### src/rtl/event_blink_driver.sv
// Event-to-blink indicator driver.
// Each accepted single-cycle event produces one lit period of ON_TICKS cycles
// followed by an OFF_TICKS dark gap. Events arriving while a blink is running
// are queued in a saturating pending counter; queued blinks run back-to-back
// with no idle cycle between them.
//
//   state | meaning
//   ------+--------------------------------------------------------------
//   IDLE  | no blink running; leaves as soon as pending is non-zero
//   ON    | indicator lit; timer counts 0..ON_TICKS-1
//   OFF   | indicator dark gap; timer counts 0..OFF_TICKS-1, then next or idle
module event_blink_driver #(
    parameter int unsigned N          = 32,
    parameter int unsigned ON_TICKS   = 50000,
    parameter int unsigned OFF_TICKS  = 50000,
    parameter int unsigned CNT_W      = 4,
    parameter bit          ACTIVE_LOW = 1'b1
) (
    input  logic             clk,
    input  logic             rst_n,
    input  logic             event_in,
    input  logic             clear,
    output logic             led_out,
    output logic             busy,
    output logic [CNT_W-1:0] pending,
    output logic             overflow
);

    typedef enum logic [1:0] {
        IDLE = 2'd0,
        ON   = 2'd1,
        OFF  = 2'd2
    } state_t;

    localparam logic [N-1:0]     ON_LAST   = N'(ON_TICKS - 1);
    localparam logic [N-1:0]     OFF_LAST  = N'(OFF_TICKS - 1);
    localparam logic [CNT_W-1:0] PEND_MAX  = '1;
    localparam logic             LED_LIT   = ~ACTIVE_LOW;
    localparam logic             LED_DARK  = ACTIVE_LOW;

    state_t           state;
    state_t           state_nxt;
    logic [N-1:0]     timer;
    logic [N-1:0]     timer_nxt;
    logic [CNT_W-1:0] pending_nxt;
    logic             overflow_nxt;
    logic             start;

    // Next-state and timer logic; 'start' marks the cycle a queued blink begins.
    always_comb begin
        state_nxt = state;
        timer_nxt = timer;
        start     = 1'b0;
        case (state)
            IDLE: begin
                if (pending != '0) begin
                    state_nxt = ON;
                    timer_nxt = '0;
                    start     = 1'b1;
                end
            end
            ON: begin
                if (timer == ON_LAST) begin
                    state_nxt = OFF;
                    timer_nxt = '0;
                end else begin
                    timer_nxt = timer + N'(1);
                end
            end
            OFF: begin
                if (timer == OFF_LAST) begin
                    timer_nxt = '0;
                    if (pending != '0) begin
                        state_nxt = ON;
                        start     = 1'b1;
                    end else begin
                        state_nxt = IDLE;
                    end
                end else begin
                    timer_nxt = timer + N'(1);
                end
            end
            default: begin
                state_nxt = IDLE;
                timer_nxt = '0;
            end
        endcase
        if (clear) begin
            state_nxt = IDLE;
            timer_nxt = '0;
            start     = 1'b0;
        end
    end

    // Pending queue: an event and a blink start in the same cycle cancel out,
    // so a full queue still accepts an event on a start cycle.
    always_comb begin
        pending_nxt  = pending;
        overflow_nxt = 1'b0;
        if (clear) begin
            pending_nxt = '0;
        end else if (event_in && !start) begin
            if (pending == PEND_MAX) begin
                overflow_nxt = 1'b1;
            end else begin
                pending_nxt = pending + CNT_W'(1);
            end
        end else if (!event_in && start) begin
            pending_nxt = pending - CNT_W'(1);
        end
    end

    // State, timer, queue and registered outputs (outputs follow next-state).
    always_ff @(posedge clk or negedge rst_n) begin
        if (!rst_n) begin
            state    <= IDLE;
            timer    <= '0;
            pending  <= '0;
            overflow <= 1'b0;
            busy     <= 1'b0;
            led_out  <= LED_DARK;
        end else begin
            state    <= state_nxt;
            timer    <= timer_nxt;
            pending  <= pending_nxt;
            overflow <= overflow_nxt;
            busy     <= (state_nxt != IDLE);
            led_out  <= (state_nxt == ON) ? LED_LIT : LED_DARK;
        end
    end

endmodule

### config.mk
export PLATFORM = sky130hd
export DESIGN_NAME = event_blink_driver
export DESIGN_NICKNAME = d
export VERILOG_FILES = /design/src/rtl/event_blink_driver.sv
export SDC_FILE = /design/constraint.sdc
export NUM_CORES = 1
export LEC_CHECK = 0
export BUFFER_PORTS_ARGS = -buffer_cell sky130_fd_sc_hd__buf_2
export CORE_MARGIN = 3
export CORE_UTILIZATION = 30
export CTS_CLUSTER_SIZE = 28
export DETAILED_ROUTE_END_ITERATION = 6
export PLACE_DENSITY = 0.42
export SLEW_MARGIN = 20
export SYNTH_ARGS = -nofsm -noshare
export SYNTH_HDL_FRONTEND = slang
export SYNTH_SLANG_ARGS = --single-unit
### constraint.sdc
create_clock -name clk -period 6.57 [get_ports clk]
set_clock_uncertainty 0.2 [all_clocks]
set_input_delay 0.657 -clock clk [delete_from_list [all_inputs] [get_ports clk]]
set_output_delay 0.657 -clock clk [all_outputs]
set_load 0.02 [all_outputs]
==> Word-level counts from Yosys, hierarchy flattened <==
Cells that the tools add are included.
{ "op_classes": {"addsub": 3, "n_mul": 0, "div": 0, "order_cmp": 0, "eq_ne": 7, "shift": 0, "muxes": 22, "bitwise_logic": 0, "n_reduce_logical": 10} }
{ "op_table": {"columns": ["cell", "count"], "rows": [
  ["2-to-1 mux 32 bit", 3],
  ["case mux 32 bit (2 select lines)", 1],
  ["adder 32 x 1 -> 32 bit (second input constant)", 1],
  ["== test 32 x 16 -> 1 bit (second input constant)", 1],
  ["2-to-1 mux 4 bit", 4],
  ["2-to-1 mux 1 bit", 8],
  ["2-to-1 mux 2 bit", 4],
  ["inequality test 3 bit (second input constant)", 2],
  ["case mux 2 bit (3 select lines)", 1],
  ["adder 4 x 1 -> 4 bit (second input constant)", 1],
  ["== test 2 x 1 -> 1 bit (second input constant)", 2],
  ["== test 4 bit (second input constant)", 1],
  ["nonzero test 4 bit", 1],
  ["subtractor 4 x 1 -> 4 bit (second input constant)", 1],
  ["nonzero test 3 bit", 1],
  ["== test 2 bit (second input constant)", 1],
  ["logical AND 1 bit", 2],
  ["logical NOT 1 bit", 2],
  ["logical NOT 2 bit", 1],
  ["case mux 1 bit (2 select lines)", 1],
  ["AND reduction 2 bit", 1],
  ["nonzero test 2 bit", 1],
  ["OR reduction 2 bit", 1]
]} }
{ "word_totals": {"register_bits": 41, "latchBits": 0, "mem_bits_rw": 0, "mem_bits_ro": 0, "inputBits": 4, "output_inout_bits": 7, "elab_cells": 48, "memories": 0} }

==> Depth between registers and ports, before layout <==
Gate-level depths: netlist of run 1.
{ "depth": {"word_depth": 9, "ltp_mapped": 14, "ltp_nobuf": 14} }

==> Worst setup path after synthesis of run 1 <==
Ideal clock, no wire load.
{ "synth_timing": {"path_type": "register to register", "startpoint": "register timer[0]", "endpoint": "register pending[3]", "setup_time_ns": 0.069, "arrival_ns": 2.590, "t_required_ns": 6.301, "slack_ns": 3.711, "stages_incl_launch_ff": 15, "n_path_buf": 0, "period_less_slack_ns": 2.859, "path_cell_list": "dfrtp_1 -> ha_1 -> nor4b_1 -> nand4_1 -> nor4_1 -> a21o_1 -> nand2_1 -> nand2_1 -> ha_1 -> a21oi_1 -> nand2_1 -> nor2_1 -> mux2i_1 -> a211o_1 -> nand3_1"} }
{ "synth_between": {"elab_chain_cells": 8, "elab_cells_between_ends": 12, "classes_between": "eq/ne: 2; mux: 5; reduce/logical: 5"} }
{ "synth_rtl": {"columns": ["item", "line_no", "source"], "rows": [
  ["from (decl)", "43", "logic [N-1:0] timer;"],
  ["from (signal assigned)", "124", "timer <= timer_nxt;"],
  ["== test 32 x 16 -> 1 bit (*)", "71", "if (timer == OFF_LAST) begin"],
  ["2-to-1 mux 1 bit (*)", "71", null],
  ["case mux 1 bit (2 select lines) (*)", "54", "case (state)"],
  ["2-to-1 mux 1 bit (*)", "88", "if (clear) begin"],
  ["logical NOT 1 bit", "102", "end else if (event_in && !start) begin"],
  ["logical AND 1 bit", "102", null],
  ["inequality test 3 bit (no source line) (tied with other cells)", null, null],
  ["AND reduction 2 bit (no source line) or 2-to-1 mux 4 bit (tied branches)", null, null],
  ["to (signal assigned)", "125", "pending <= pending_nxt;"],
  ["to (decl)", "25", "output logic [CNT_W-1:0] pending,"]
]} }
Mark *: on every way between the ends. The rest lies on a longest branch, timed or not.
A chain may end at the register's enable or synchronous reset.

==> Worst setup path in the final report of run 1 <==
Ends and elaborated chain as after synthesis.

==> impl_metrics.json, run 1 <==
{
  "synthFlopType": "dfrtp_1",
  "numCtsBuffers": 5,
  "fin_crit_sh_pct": 51.3,
  "core-area_um2": 7770,
  "tightest_slew_ps": 850,
  "drive_gt1_share_pct": 10.4,
  "htreeDepth": 2,
  "crit_fanout": 5,
  "postCtsResizedCells": 0,
  "place_area_um2": 2580,
  "synth_edf_count": 0,
  "syn_area_per_cell_um2": 9.17,
  "syn_inst": 264,
  "drv_cap": 0,
  "final_cell_mix": "40 x dfrtp_1, 26 x nor2_1, 22 x nand2_1",
  "viasPerCell": 5.17,
  "r2r_setup_slack_ps": 3200,
  "portBuffers": 10,
  "peakVddDrop_uv": 141,
  "syn_area_um2": 2420,
  "rsz0062_at_grt": "false",
  "end_kind": "register",
  "yosysSeqAreaShare_pct": 42.5,
  "min_period_ps": 3370,
  "status": "completed",
  "hpwlAfterDp_um": 4130,
  "synth_top_area_share_pct": 41.4,
  "grt_pass1_vias": 2018,
  "r2r_end": "pending[3]",
  "die_h_um": 95.8,
  "syn-num-nets": 276,
  "p_leak_nw": 1.09,
  "nNetsFinal": 289,
  "yosysTopAreaCell": "dfrtp_1",
  "synth_cell_type_count": 46,
  "overflow": 0,
  "gp_congestion": 0.777,
  "die_w_um": 95.8,
  "min_path_type": "input pin to asynchronous set/reset pin",
  "cp.arrival_ps": 3350,
  "start_util_pct": 31.2,
  "design_area_um2": 2670,
  "route.vias.total": 1965,
  "fmax_mhz": 297,
  "grt_max_degree": 42,
  "grt_usage_pct": 14.7,
  "powerDensity_nw_per_um2": 276,
  "finalHoldViolations": 0,
  "required_ps": 6550,
  "drc": 0,
  "setup_slack_ps": 3200,
  "setup.worst_path.class": "register to register",
  "ys_seq_elements": 41,
  "clk_latency_ps": 300,
  "worstReg2RegStart": "timer[0]",
  "relSlewSlack_pct": 42.5,
  "io_pins": 11,
  "syn2layout_area_growth_pct": 10.4,
  "setup_viol": 0,
  "cts_tree": "yes",
  "postCtsSetupBuffers": 0,
  "drv_slew": 0,
  "antennaDiodeCount": 0,
  "layout_commonest_cell": "dfrtp_1",
  "cts_hold_buf": 0,
  "grt_pass1_wl_um": 10400,
  "drtIter0Drc": 79,
  "synth.area.top_cells": "dfrtp_1 41%, xor2_1 5.4%, nor2_1 4.0%",
  "ant_nets": 0,
  "final_core_util_pct": 34.4,
  "totalPowerFinal_w": 0.000737,
  "root_buffer": "clkbuf_8",
  "r2r_cells": 14,
  "dieArea_um2": 9180,
  "antenna_found_initial": 0,
  "critPathLaunchType": "register",
  "routed_wl_um": 5930,
  "dp_slack_ps": 3210,
  "wl_per_cell_um": 15.6,
  "ys_warn_count": 0,
  "cts.sinks": 41,
  "fp-row-count": 32,
  "drt-pass1-iter-count": 5,
  "synthArstFlopShare_pct": 100,
  "cts.path.max_buffers": 2,
  "timing.setup.tns_ps": 0,
  "clk_pin_slew_worst_paths_ps": 90
}
## layer usage
metal  GRT usage [%]  share of wire, %  vias to the layer above
met1            20.6                51                      945
met5               0                 0                        -
li1                -                 -                      987
met4            4.27               1.2                        0
met2            23.3                45                       25
met3            2.35               2.5                        8
## where the power goes
| group | internal (W) | switching, W | leakage, nW |
|---|---|---|---|
| Clock | 0.0000736 | 0.0000976 | 0.0439 |
| Combinational | 0.0000934 | 0.000166 | 0.478 |
| Sequential | 0.000276 | 0.0000305 | 0.563 |
## flip-flops by register name, indices dropped and copies added, names as in the netlist
signal    count
busy          1
led_out       1
state         2
overflow      1
timer        32
pending       4
## cell families after synthesis
logic type / after synthesis / share of synthesized area [%]
xor+xnor: 21 / 7.60
compound gates: 44 / 11.1
simple gates: 133 / 31.0
flops: 41 / 42.5
buf+inv: 15 / 2.58
mux: 2 / 0.827
fa+ha+maj: 8 / 4.45
## metrics by stage
stage | hold slack [ps] | std cells
after floorplan | 161 | 264
after global placement | 353 | 372
after detailed placement | 357 | 372
after CTS | 360 | 380
after global routing | 186 | 380
final | 139 | 380
## synth_stat cells (5+ instances only)
cell / number
o21ai_0: 11
ha_1: 7
nor4b_1: 5
a21oi_1: 16
xnor2_1: 6
nor2_1: 26
nand2_1: 22
xor2_1: 15
dfrtp_1: 40
nor4_1: 6
nor3_1: 9
nand3_1: 15
or3_1: 9
buf_2: 5
inv_1: 9
nand4_1: 12
and3_1: 5
## layout make-up
type | instances | area [µm²]
Fill cell | 831 | 5090
Multi-Input combinational cell | 208 | 1330
Sequential cell | 41 | 1030
Tap cell | 102 | 128
Clock buffer | 5 | 68.8
Timing Repair Buffer | 12 | 67.6
Inverter | 9 | 33.8
Clock inverter | 3 | 17.5
## worst max-delay path: stages, from the launching register on
cell	delay, ps
dfrtp_1	410
ha_1	250
nor4b_1	260
nand4_1	140
nor4_1	580
a21o_1	200
nand2_1	70
nand2_1	90
ha_1	270
a21oi_1	170
nand2_1	80
and3_1	160
mux2i_1	180
a211o_1	150
nand3_1	60
## how the worst max path moves through the flow
stage             start         end  cells after the start
3_5_place_dp   timer[0]  pending[3]                     14
5_1_grt        timer[0]  pending[3]                     14
6_report       timer[0]  pending[3]                     14
4_1_cts        timer[0]  pending[3]                     14
2_1_floorplan  timer[0]  pending[3]                     14
3_3_place_gp   timer[0]  pending[3]                     14
Power figures use the tool's default switching activity.
==> inputs of run 2 (changes only) <==
--- a/config.mk
+++ b/config.mk
@@ -5,6 +5,7 @@
 export SDC_FILE = /design/constraint.sdc
 export NUM_CORES = 1
 export LEC_CHECK = 0
+export ABC_AREA = 1
 export BUFFER_PORTS_ARGS = -buffer_cell sky130_fd_sc_hd__buf_2
 export CORE_MARGIN = 3
 export CORE_UTILIZATION = 30
==> constraint.sdc (replaced) <==
create_clock -name clk -period 3.5 [get_ports clk]
set_clock_uncertainty 0.2 [all_clocks]
set_input_delay 0.35 -clock clk [delete_from_list [all_inputs] [get_ports clk]]
set_output_delay 0.35 -clock clk [all_outputs]
set_load 0.02 [all_outputs]
==> run 2 against run 1 <==
- cell count increased by 32%
- synthesized area up 13%
- maximum frequency rose by 32%
- worst setup slack got worse by 2300 ps
- count of clock-buffer cells in the layout increased by 3
- non-clock buffer count fell by 1
- worst hold slack gained 50 ps
- utilization down 0.28 points
- global-route usage increased by 0.22 points
- combinational power up 92%
- synthesized cell count up 43%
- first-iteration DRC count grew 73%
- largest cell class unchanged
==> impl_metrics.json, run 2 <==
{
  "status": "completed",
  "rsz0062_at_grt": "false",
  "grt_pass1_wl_um": 12200,
  "htreeDepth": 2,
  "core-area_um2": 8810,
  "synth_top_area_share_pct": 36.6,
  "required_ps": 3480,
  "min_path_type": "input pin to register",
  "crit_family": "simple AND/OR/NAND/NOR gates",
  "largest_reg_flops": 32,
  "drv_cap": 0,
  "antennaDiodeCount": 0,
  "portBuffers": 10,
  "die_h_um": 101,
  "root_buffer": "clkbuf_8",
  "multi_input_area_um2": 1460,
  "cp.arrival_ps": 2540,
  "fillCellCount": 969,
  "synthArstFlopShare_pct": 100,
  "clk_pin_slew_worst_paths_ps": 80,
  "yosysTopAreaCell": "dfrtp_1",
  "synth_top_family_by_area": "simple AND/OR/NAND/NOR gates",
  "fmax_mhz": 391,
  "synth_most_common_cell": "nand2_1",
  "syn_area_per_cell_um2": 7.25,
  "finalHoldViolations": 0,
  "start_util_pct": 31.0,
  "synthFlopType": "dfrtp_1",
  "synthMuxAreaShare_pct": 0,
  "regMostFlops": "timer",
  "io_pins": 11,
  "largest_registers": "timer: 32 flops, pending: 4 flops, state: 2 flops",
  "syn_inst": 377,
  "antenna_found_initial": 0,
  "die_w_um": 101,
  "ant_nets": 0,
  "fin_crit_sh_pct": 73.2,
  "ys_seq_elements": 41,
  "synth_cell_type_count": 40,
  "routed_wl_um": 7020,
  "grt_pass1_vias": 2521,
  "syn_area_um2": 2730,
  "cts.path.max_buffers": 2,
  "tightest_slew_ps": 592,
  "synth-xor-area-share_pct": 1.28,
  "yosys.area_share.adder_pct": 3.94,
  "drc": 0,
  "critPathLaunchType": "register",
  "numCtsBuffers": 5,
  "drtIter0Drc": 137,
  "syn-num-nets": 389,
  "crit_chain": "ha_1 -> nand2_1 -> nor2_4 -> nand3_1 -> nor2_1 -> nand3_1 -> nand2_1 -> nand3_2 -> nand2_2 -> ha_1 -> nand2_1 -> nand2_1 -> a31oi_1 -> nand3_1 -> nand3_1 -> nand2_1",
  "drive_gt1_share_pct": 13.5,
  "synth-compound-area-share_pct": 8.92,
  "grt_usage_pct": 14.9,
  "cpPeakStageDelay_ps": 380,
  "synth.area.top_cells": "dfrtp_1 37%, nand2_1 9.7%, nor2_1 7.6%",
  "dieArea_um2": 10300,
  "cts.sinks": 41,
  "setup.worst_path.class": "register to register",
  "nNetsFinal": 405,
  "worst_path_max_delay_cell": "dfrtp_1",
  "end_kind": "register",
  "hpwlAfterDp_um": 5460,
  "synth_edf_count": 0,
  "viasPerCell": 4.85,
  "setup_viol": 0,
  "ys_warn_count": 0,
  "syn2layout_area_growth_pct": 9.93,
  "overflow": 0,
  "gp_congestion": 0.893,
  "drv_slew": 0,
  "fp-row-count": 34,
  "route.vias.total": 2435,
  "crit_fanout": 5,
  "totalPowerFinal_w": 0.00137,
  "min_period_ps": 2560,
  "wl_per_cell_um": 14.0,
  "final_cell_mix": "71 x nand2_1, 55 x nor2_1, 54 x inv_1",
  "cts_tree": "yes",
  "synth_simple_gate_area_share_pct": 39.2,
  "crit_top_cell": "nand2_1",
  "timing.setup.tns_ps": 0,
  "p_leak_nw": 1.32,
  "critPathBufInv": 0,
  "layout_commonest_cell": "nand2_1",
  "peakVddDrop_uv": 208,
  "grt_max_degree": 42,
  "yosysSeqAreaShare_pct": 37.6,
  "ys_top_cells_by_count": "71 x nand2_1, 55 x nor2_1, 54 x inv_1, 40 x dfrtp_1, 24 x nand3_1",
  "powerDensity_nw_per_um2": 454,
  "relSlewSlack_pct": 60.3,
  "clk_latency_ps": 290,
  "postCtsSetupBuffers": 0,
  "seq_area_um2": 1030,
  "drt-pass1-iter-count": 5
}
[run 2: cell types whose count changed after synthesis, sizes merged, moves of 9 or more]
cell,previous run,this run
nand2,22,79
nor2,26,64
or3,9,0
nor3,10,26
inv,9,62
xor2,15,3
nand3,15,26
[run 2: metal layers]
metal  global-route usage [%]  routed length (µm)  vias up
met5                        0                   0        -
met4                     3.89                  50        0
met3                     2.48                 278        4
met2                     23.7                3230       49
met1                     21.1                3460     1122
li1                         -                   -     1260
[run 2: logic make-up after synthesis]
kind of cell / after synthesis
adder cells (fa/ha/maj): 8
flip-flops: 41
buffers and inverters: 64
AND/OR/NAND/NOR: 217
XOR/XNOR: 4
AO/OA/AOI/OAI: 43
[run 2: path summary, 6_finish.rpt]
check                           slack (ps)  depth (start not counted)         end      start
min in group asynchronous              390                          2    timer[4]      rst_n
worst max-delay path                   940                         16  pending[3]   timer[1]
worst max register to register         940                         16  pending[3]   timer[1]
worst min register to register         340                          2   timer[15]  timer[15]
max in group asynchronous             2320                          2     led_out      rst_n
worst min-delay path                   190                          4  pending[0]      clear
[run 2: report_power, final]
| part | switching [W] | total, W | internal, W |
|---|---|---|---|
| clock | 0.000167 | 0.000328 | 0.000161 |
| sequential | 0.0000272 | 0.000542 | 0.000515 |
| combinational | 0.000342 | 0.000496 | 0.000153 |
| total | 0.000536 | 0.00137 | 0.000829 |
[run 2: metrics by stage]
stage	utilization [%]	hold slack [ps]	instances	worst slack, ps	instance area [µm²]
after global placement	33.0	321	493	1020	2900
final	34.1	189	502	939	3010
after global routing	34.1	193	502	635	3010
after CTS	34.0	49.1	501	918	2990
after detailed placement	33.0	328	493	929	2900
after floorplan	-	-146	377	1190	2730
[run 2: final cells by class]
| type | count | share of cell area, % |
|---|---|---|
| inverters | 62 | 7.74 |
| clock buffers | 8 | 3.00 |
| multi-input cells | 272 | 48.5 |
| repair buffers | 11 | 2.08 |
| well taps | 108 | 4.50 |
| flip-flops and latches | 41 | 34.2 |
[run 2: repair_timing]
| item | in CTS | in global routing |
|---|---|---|
| hold buffers | 0 | 1 |
| gates resized for setup | 0 | 0 |
| endpoints found under the hold margin | 0 | 40 |
[run 2: worst reg2reg max path, stage by stage, from the launching register on]
cell     delay [ps]
dfrtp_1         380
ha_1            180
nand2_1         100
nor2_4          170
nand3_1          90
nor2_1          140
nand3_1          90
nand2_1          90
nand3_2          80
nand2_2         120
ha_1            280
nand2_1          80
nand2_1          40
a31oi_1         180
nand3_1         100
nand3_1          80
nand2_1          50
